`src/rtl/photon_pulse_counter_pkg.sv`:
```
`default_nettype none
// +--------------------------------------------------------------------------+
// | photon_pkg : shared FSM encoding, saturation limit and window defaults    |
// | Rev 1.0                                                                    |
// +--------------------------------------------------------------------------+
package photon_pkg;

  localparam logic [1:0] ST_IDLE  = 2'd0;
  localparam logic [1:0] ST_ARM   = 2'd1;
  localparam logic [1:0] ST_COUNT = 2'd2;

  localparam logic [31:0] CNT_MAX = 32'hFFFF_FFFF;

  localparam int unsigned WIN_LEN0_DEF = 50_000_000;
  localparam int unsigned WIN_LEN1_DEF = 5_000_000;
  localparam int unsigned WIN_LEN2_DEF = 500_000;
  localparam int unsigned WIN_LEN3_DEF = 50_000;

  // Bit 32 of the result flags that the sum was clamped to CNT_MAX.
  function automatic logic [32:0] sat_add(input logic [31:0] a, input logic [31:0] b);
    logic [32:0] s;
    s = {1'b0, a} + {1'b0, b};
    return s[32] ? {1'b1, CNT_MAX} : s;
  endfunction

endpackage
`default_nettype wire

```
`src/rtl/photon_pulse_counter_edge_sync.sv`:
```
`default_nettype none
// +--------------------------------------------------------------------------+
// | pulse_edge_sync : 2-FF synchroniser plus rising-edge detector             |
// | Rev 1.0                                                                    |
// +--------------------------------------------------------------------------+
module pulse_edge_sync (
  input  logic clk,
  input  logic rst_n,
  input  logic iPulse,
  output logic edge_o
);

  logic sync1_q;
  logic sync2_q;
  logic prev_q;

  always_ff @(posedge clk or negedge rst_n) begin
    if (!rst_n) begin
      sync1_q <= 1'b0;
      sync2_q <= 1'b0;
      prev_q  <= 1'b0;
    end else begin
      sync1_q <= iPulse;
      sync2_q <= sync1_q;
      prev_q  <= sync2_q;
    end
  end

  assign edge_o = sync2_q & ~prev_q;

endmodule
`default_nettype wire

```
`src/rtl/photon_pulse_counter.sv`:
```
`default_nettype none
// +--------------------------------------------------------------------------+
// | photon_pulse_counter : gated photon pulse counter with saturating total   |
// | Optional dead-time filter: define PHOTON_DEADTIME_EN.   Rev 1.0            |
// +--------------------------------------------------------------------------+
module photon_pulse_counter
  import photon_pkg::*;
#(
  parameter int unsigned WIN_LEN0 = WIN_LEN0_DEF,
  parameter int unsigned WIN_LEN1 = WIN_LEN1_DEF,
  parameter int unsigned WIN_LEN2 = WIN_LEN2_DEF,
  parameter int unsigned WIN_LEN3 = WIN_LEN3_DEF,
  parameter int unsigned DEADTIME = 4
) (
  input  logic        clk,
  input  logic        rst_n,
  input  logic        en,
  input  logic [1:0]  iMode,
  input  logic        iPulse,
  input  logic        iClear,
  output logic [31:0] oPulse_Counter,
  output logic        oData_Update,
  output logic [31:0] oPulseCounter_Accumulated,
  output logic        oOverflow
);

`ifdef PHOTON_DEADTIME_EN
  localparam bit DT_EN = 1'b1;
`else
  localparam bit DT_EN = 1'b0;
`endif

  logic        w_edge;
  logic        w_accept;
  logic [1:0]  state_q,   state_d;
  logic [31:0] timer_q,   timer_d;
  logic [31:0] win_cnt_q, win_cnt_d;
  logic [31:0] cnt_out_q, cnt_out_d;
  logic [31:0] acc_q,     acc_d;
  logic        upd_q,     upd_d;
  logic        ovf_q,     ovf_d;
  logic        win_sat_q, win_sat_d;
  logic [32:0] w_win_sum;
  logic [32:0] w_acc_sum;
  logic [31:0] w_acc_base;
  logic        w_ovf_base;

  pulse_edge_sync u_sync (
    .clk    (clk),
    .rst_n  (rst_n),
    .iPulse (iPulse),
    .edge_o (w_edge)
  );

  function automatic logic [31:0] win_len_m1(input logic [1:0] m);
    case (m)
      2'd0:    return 32'(WIN_LEN0) - 32'd1;
      2'd1:    return 32'(WIN_LEN1) - 32'd1;
      2'd2:    return 32'(WIN_LEN2) - 32'd1;
      default: return 32'(WIN_LEN3) - 32'd1;
    endcase
  endfunction

  // Dead-time window is held clear outside COUNT so every window start is fresh.
  if (DT_EN && (DEADTIME > 0)) begin : g_deadtime
    localparam int unsigned DT_W = $clog2(DEADTIME + 1);
    logic [DT_W-1:0] dead_q;

    always_ff @(posedge clk or negedge rst_n) begin
      if (!rst_n)                     dead_q <= '0;
      else if (state_q != ST_COUNT)   dead_q <= '0;
      else if (w_accept)              dead_q <= DT_W'(DEADTIME - 1);
      else if (dead_q != '0)          dead_q <= dead_q - DT_W'(1);
    end

    assign w_accept = w_edge && (dead_q == '0);
  end else begin : g_no_deadtime
    assign w_accept = w_edge;
  end

  always_comb begin
    w_win_sum  = sat_add(win_cnt_q, {31'd0, w_accept});
    w_acc_base = iClear ? 32'd0 : acc_q;
    w_ovf_base = iClear ? 1'b0 : ovf_q;
    w_acc_sum  = sat_add(w_acc_base, w_win_sum[31:0]);

    state_d   = state_q;
    timer_d   = timer_q;
    win_cnt_d = win_cnt_q;
    win_sat_d = win_sat_q;
    cnt_out_d = cnt_out_q;
    acc_d     = w_acc_base;
    ovf_d     = w_ovf_base;
    upd_d     = 1'b0;

    case (state_q)
      ST_ARM: begin
        timer_d   = win_len_m1(iMode);
        win_cnt_d = 32'd0;
        win_sat_d = 1'b0;
        state_d   = ST_COUNT;
      end
      ST_COUNT: begin
        if (timer_q == 32'd0) begin
          // A clear in this cycle leaves only this window's own saturation visible.
          cnt_out_d = w_win_sum[31:0];
          upd_d     = 1'b1;
          acc_d     = w_acc_sum[31:0];
          ovf_d     = w_ovf_base | win_sat_q | w_win_sum[32] | w_acc_sum[32];
          timer_d   = win_len_m1(iMode);
          win_cnt_d = 32'd0;
          win_sat_d = 1'b0;
        end else begin
          timer_d   = timer_q - 32'd1;
          win_cnt_d = w_win_sum[31:0];
          win_sat_d = win_sat_q | w_win_sum[32];
          ovf_d     = w_ovf_base | w_win_sum[32];
        end
      end
      default: begin
        timer_d   = 32'd0;
        win_cnt_d = 32'd0;
        win_sat_d = 1'b0;
        if (en) state_d = ST_ARM;
      end
    endcase

    if (!en) begin
      state_d   = ST_IDLE;
      timer_d   = 32'd0;
      win_cnt_d = 32'd0;
      win_sat_d = 1'b0;
      cnt_out_d = cnt_out_q;
      acc_d     = w_acc_base;
      ovf_d     = w_ovf_base;
      upd_d     = 1'b0;
    end
  end

  always_ff @(posedge clk or negedge rst_n) begin
    if (!rst_n) begin
      state_q   <= ST_IDLE;
      timer_q   <= 32'd0;
      win_cnt_q <= 32'd0;
      win_sat_q <= 1'b0;
      cnt_out_q <= 32'd0;
      acc_q     <= 32'd0;
      upd_q     <= 1'b0;
      ovf_q     <= 1'b0;
    end else begin
      state_q   <= state_d;
      timer_q   <= timer_d;
      win_cnt_q <= win_cnt_d;
      win_sat_q <= win_sat_d;
      cnt_out_q <= cnt_out_d;
      acc_q     <= acc_d;
      upd_q     <= upd_d;
      ovf_q     <= ovf_d;
    end
  end

  assign oPulse_Counter            = cnt_out_q;
  assign oData_Update              = upd_q;
  assign oPulseCounter_Accumulated = acc_q;
  assign oOverflow                 = ovf_q;

endmodule
`default_nettype wire
```
`config.mk`:
```
export PLATFORM = sky130hd
export DESIGN_NAME = photon_pulse_counter
export DESIGN_NICKNAME = d
export VERILOG_FILES = /design/src/rtl/photon_pulse_counter_pkg.sv /design/src/rtl/photon_pulse_counter_edge_sync.sv /design/src/rtl/photon_pulse_counter.sv
export SDC_FILE = /design/constraint.sdc
export NUM_CORES = 1
export LEC_CHECK = 0
export ABC_AREA = 0
export BUFFER_PORTS_ARGS = -buffer_cell sky130_fd_sc_hd__buf_2
export CAP_MARGIN = 40
export CORE_MARGIN = 2
export CORE_UTILIZATION = 56
export CTS_BUF_LIST = sky130_fd_sc_hd__clkbuf_8
export CTS_CLUSTER_SIZE = 25
export DETAILED_ROUTE_END_ITERATION = 7
export PLACE_DENSITY = 0.78
export SLEW_MARGIN = 25
export SYNTH_ARGS = -nofsm -noshare
export SYNTH_HDL_FRONTEND = slang
export SYNTH_HIERARCHICAL = 1
export SYNTH_SLANG_ARGS = --single-unit
```
`constraint.sdc`:
```
create_clock -name clk -period 4.86 [get_ports clk]
set_input_delay 0.243 -clock clk [delete_from_list [all_inputs] [get_ports clk]]
set_output_delay 0.243 -clock clk [all_outputs]
set_load 0.01 [all_outputs]
```
==> out/qor.txt <==
TritonCTS clock tree: done
DRT iter0 DRCs: 640
hold endpoint: state_q[0]$_DFFE_PN0P_
DR WL/cell: 17.4 um
status: finished, final reports clean
CP max stage cell: dfrtp_1
Setup CP Type: flip-flop to flip-flop
Antenna Nets Post-Route: 0
Mapped Area: 0.00862 mm^2
R2R Setup Slk: 270 ps
P_leak: 4.79 nW
DIE AREA: 0.0164 mm^2
Main synth FF type: dfrtp_1
largest net degree at the start of global routing: 90
CP arrival: 4920 ps
clk_skew: 13.3 ps
number of diodes: 0
worst reg2reg path depth: 22
CP max FO: 5
Max-Cap Viols: 0
fraction of post-synthesis cell area in the top cell type by area: 39.5%
H-tree Lvls: 4
DRC: 0
commonest non-fill, non-tap cell in the layout: dfrtp_1
Die Span Y: 128 um
Area after DPL: 0.00927 mm^2
Total Power: 2.79 mW
Worst setup EP type: flip-flop
ys async rst share: 100%
Util after Layout: 64.5%
#FFs+latches synth: 136
final period utilization: 94.4%
vias in the first global route: 7169
Power Dens Cells: 286 mW/mm^2
Seq/Total Area, Yosys: 39.5%
worst skew pair latency: 460 ps
filler instances: 1279
CTS clk-pin slew, worst paths: 80 ps
min-delay worst type: primary input to flip-flop
Die X: 128 um
critical path data required time: 5200 ps
R2R Path End: oPulseCounter_Accumulated[31]$_DFF_PN0_
maximum VDD drop: 0.000213 V
CP max stage delay: 390 ps
Port Buffers: 72
detailed-route via count: 7545
fraction of layout cells with a size suffix above 1: 15.7%
IO Pins: 73
CTS Root Cell: clkbuf_8
Num Clock Sinks: 136
Vias per Instance: 5.88
worst-case clock buffer depth: 2
Remaining Overflow, GRT: 0
Rel. slew slack: 47.5%
first-pass GRT wire length: 36200 um
f_max: 218 MHz
most frequent cells in the layout: dfrtp_1 (136), nor2_1 (132), nand2_1 (99)
worst-path cell chain: nor2b_4 > ha_1 > ha_2 > nand3_2 > nor2_4 > and4_1 > nor2_1 > inv_1 > ha_1 > maj3_1 > o21ai_0 > a21oi_1 > a311oi_1 > o2bb2ai_1 > a221oi_2 > buf_4 > o211ai_2 > a32oi_1 > o31a_1 > o21ai_2 > xnor2_1 > a2bb2oi_2
RD Place Congestion: 0.936
core box area: 0.0151 mm^2
Avg Cell Area, Syn: 8.62 um^2
Synth warnings: 6
Post-synth EDFFs: 0
Post-DP HPWL: 16400 um
Final Instance Area: 0.00976 mm^2
1st-pass router iterations: 6
PnR worst setup slack: 274 ps
Mapped Nets: 1045
Fin. Hold Viols: 0
crit start category: flip-flop
crit-path most repeated cell: ha_1
drt total wl: 22300 um
Worst-Margin Slew: 781 ps
synthesized instance count: 1000
area delta synth->final: 13.3%
fin nets: 1127
initial core utilization: 56.9%
hold path start: en
GRT Util Overall: 28.0%
worst hold stages: 3
synth top area cells: dfrtp_1 (39%), nor2_1 (5.7%), ha_1 (5.5%)
initial antenna violation count: 0
Rows: 45
Period minus WS final: 4590 ps
CTS Buf Count: 17
Distinct cells, synth: 81
most area-hungry cell type in the Yosys netlist: dfrtp_1
final setup vio count: 0
worst slack, placed: 125 ps
reg2reg start: u_sync/sync2_q$_DFF_PN0_
Max Slew Vio Count: 0
## synth_stat cells, types with 5 or more instances
| library cell | n |
|---|---|
| dfrtp_1 | 136 |
| nor2b_1 | 38 |
| clkbuf_1 | 30 |
| nand3_1 | 35 |
| ha_1 | 38 |
| xnor2_1 | 54 |
| nor2_1 | 132 |
| o21ai_0 | 71 |
| nor4_1 | 9 |
| and3_1 | 14 |
| and2_1 | 6 |
| a21oi_1 | 62 |
| or3_1 | 9 |
| xor2_1 | 33 |
| o21bai_1 | 6 |
| or2_2 | 5 |
| inv_1 | 42 |
| a31oi_1 | 18 |
| nand2_1 | 100 |
| buf_2 | 5 |
| nor3_1 | 18 |
| nand2b_1 | 7 |
| o21a_1 | 5 |
| a21o_1 | 12 |
| nand4_1 | 14 |
## worst max-delay path by stage
stage                                   from                                 endpoint  slack [ps]  cells after the start
finish              u_sync/sync2_q$_DFF_PN0_  oPulseCounter_Accumulated[31]$_DFF_PN0_         270                     22
global route         u_sync/prev_q$_DFF_PN0_  oPulseCounter_Accumulated[31]$_DFF_PN0_         -10                     22
CTS                  u_sync/prev_q$_DFF_PN0_  oPulseCounter_Accumulated[26]$_DFF_PN0_          70                     24
detailed placement   u_sync/prev_q$_DFF_PN0_  oPulseCounter_Accumulated[24]$_DFF_PN0_         120                     24
global placement     u_sync/prev_q$_DFF_PN0_  oPulseCounter_Accumulated[24]$_DFF_PN0_         180                     24
floorplan            u_sync/prev_q$_DFF_PN0_  oPulseCounter_Accumulated[26]$_DFF_PN0_          60                     24
## what timing repair did
action / 4_1_cts / 5_1_grt
setup buffers: 0 / 1
gates resized for setup: 0 / 10
endpoints found under the hold margin: 89 / 0
hold buffers: 2 / 0
setup endpoints to repair: 0 / 33
## sequential cells by signal, summed over array words and instances (netlist names)
register and count:
oOverflow 1, oData_Update 1, win_sat_q 1, u_sync/sync2_q 1
oPulse_Counter 32, state_q 2, u_sync/prev_q 1, u_sync/sync1_q 1
timer_q 32, oPulseCounter_Accumulated 32, win_cnt_q 32
## final cells by class
| cell class | count | area (um^2) | area share [%] |
|---|---|---|---|
| inverters | 43 | 161 | 1.65 |
| repair buffers | 105 | 639 | 6.55 |
| clock inverters | 14 | 148 | 1.51 |
| multi-input cells | 779 | 4930 | 50.5 |
| flip-flops and latches | 136 | 3400 | 34.9 |
| well taps | 188 | 235 | 2.41 |
| clock buffers | 18 | 248 | 2.54 |
## stage by stage
stage | hold WS [ps] | std cells | TNS [ps]
2_1_floorplan | -52.6 | 1000 | 0
3_3_place_gp | 354 | 1247 | 0
3_5_place_dp | 358 | 1247 | 0
4_1_cts | 49.6 | 1281 | 0
5_1_grt | 61.7 | 1283 | -27.9
6_report | 69.4 | 1283 | 0
## where the power goes
group	leakage (nW)	switching (mW)	internal [mW]
Clock	0.188	0.473	0.471
Sequential	1.88	0.0376	1.19
Combinational	2.72	0.383	0.242
## worst max-delay path, delay by kind of cell (launching register included)
kind | cells | cell delay [ps]
AOI/OAI and AO/OA | 10 | 1870
adders and majority gates | 4 | 1070
and+or+nand+nor | 5 | 720
DFF | 1 | 390
buffers and inverters | 2 | 260
xor gates and xnor gates | 1 | 190
## routing by layer
layer	GRT usage [%]	wire [um]
met3	6.22	1430
met2	43.9	10200
met4	8.27	554
met5	0	0
met1	39.1	10100
## kinds of logic (layout without fill, tap and decap cells)
group | after synthesis | in the layout | share of synthesized area [%]
AND/OR/NAND/NOR | 411 | 411 | 23.4
AO/OA/AOI/OAI | 237 | 237 | 17.9
flip-flops | 136 | 136 | 39.5
XOR/XNOR | 88 | 88 | 9.10
buffers and inverters | 85 | 180 | 3.95
adder cells (fa/ha/maj) | 42 | 42 | 5.98
multiplexers | 1 | 1 | 0.160
(Power assumes the default switching activity.)
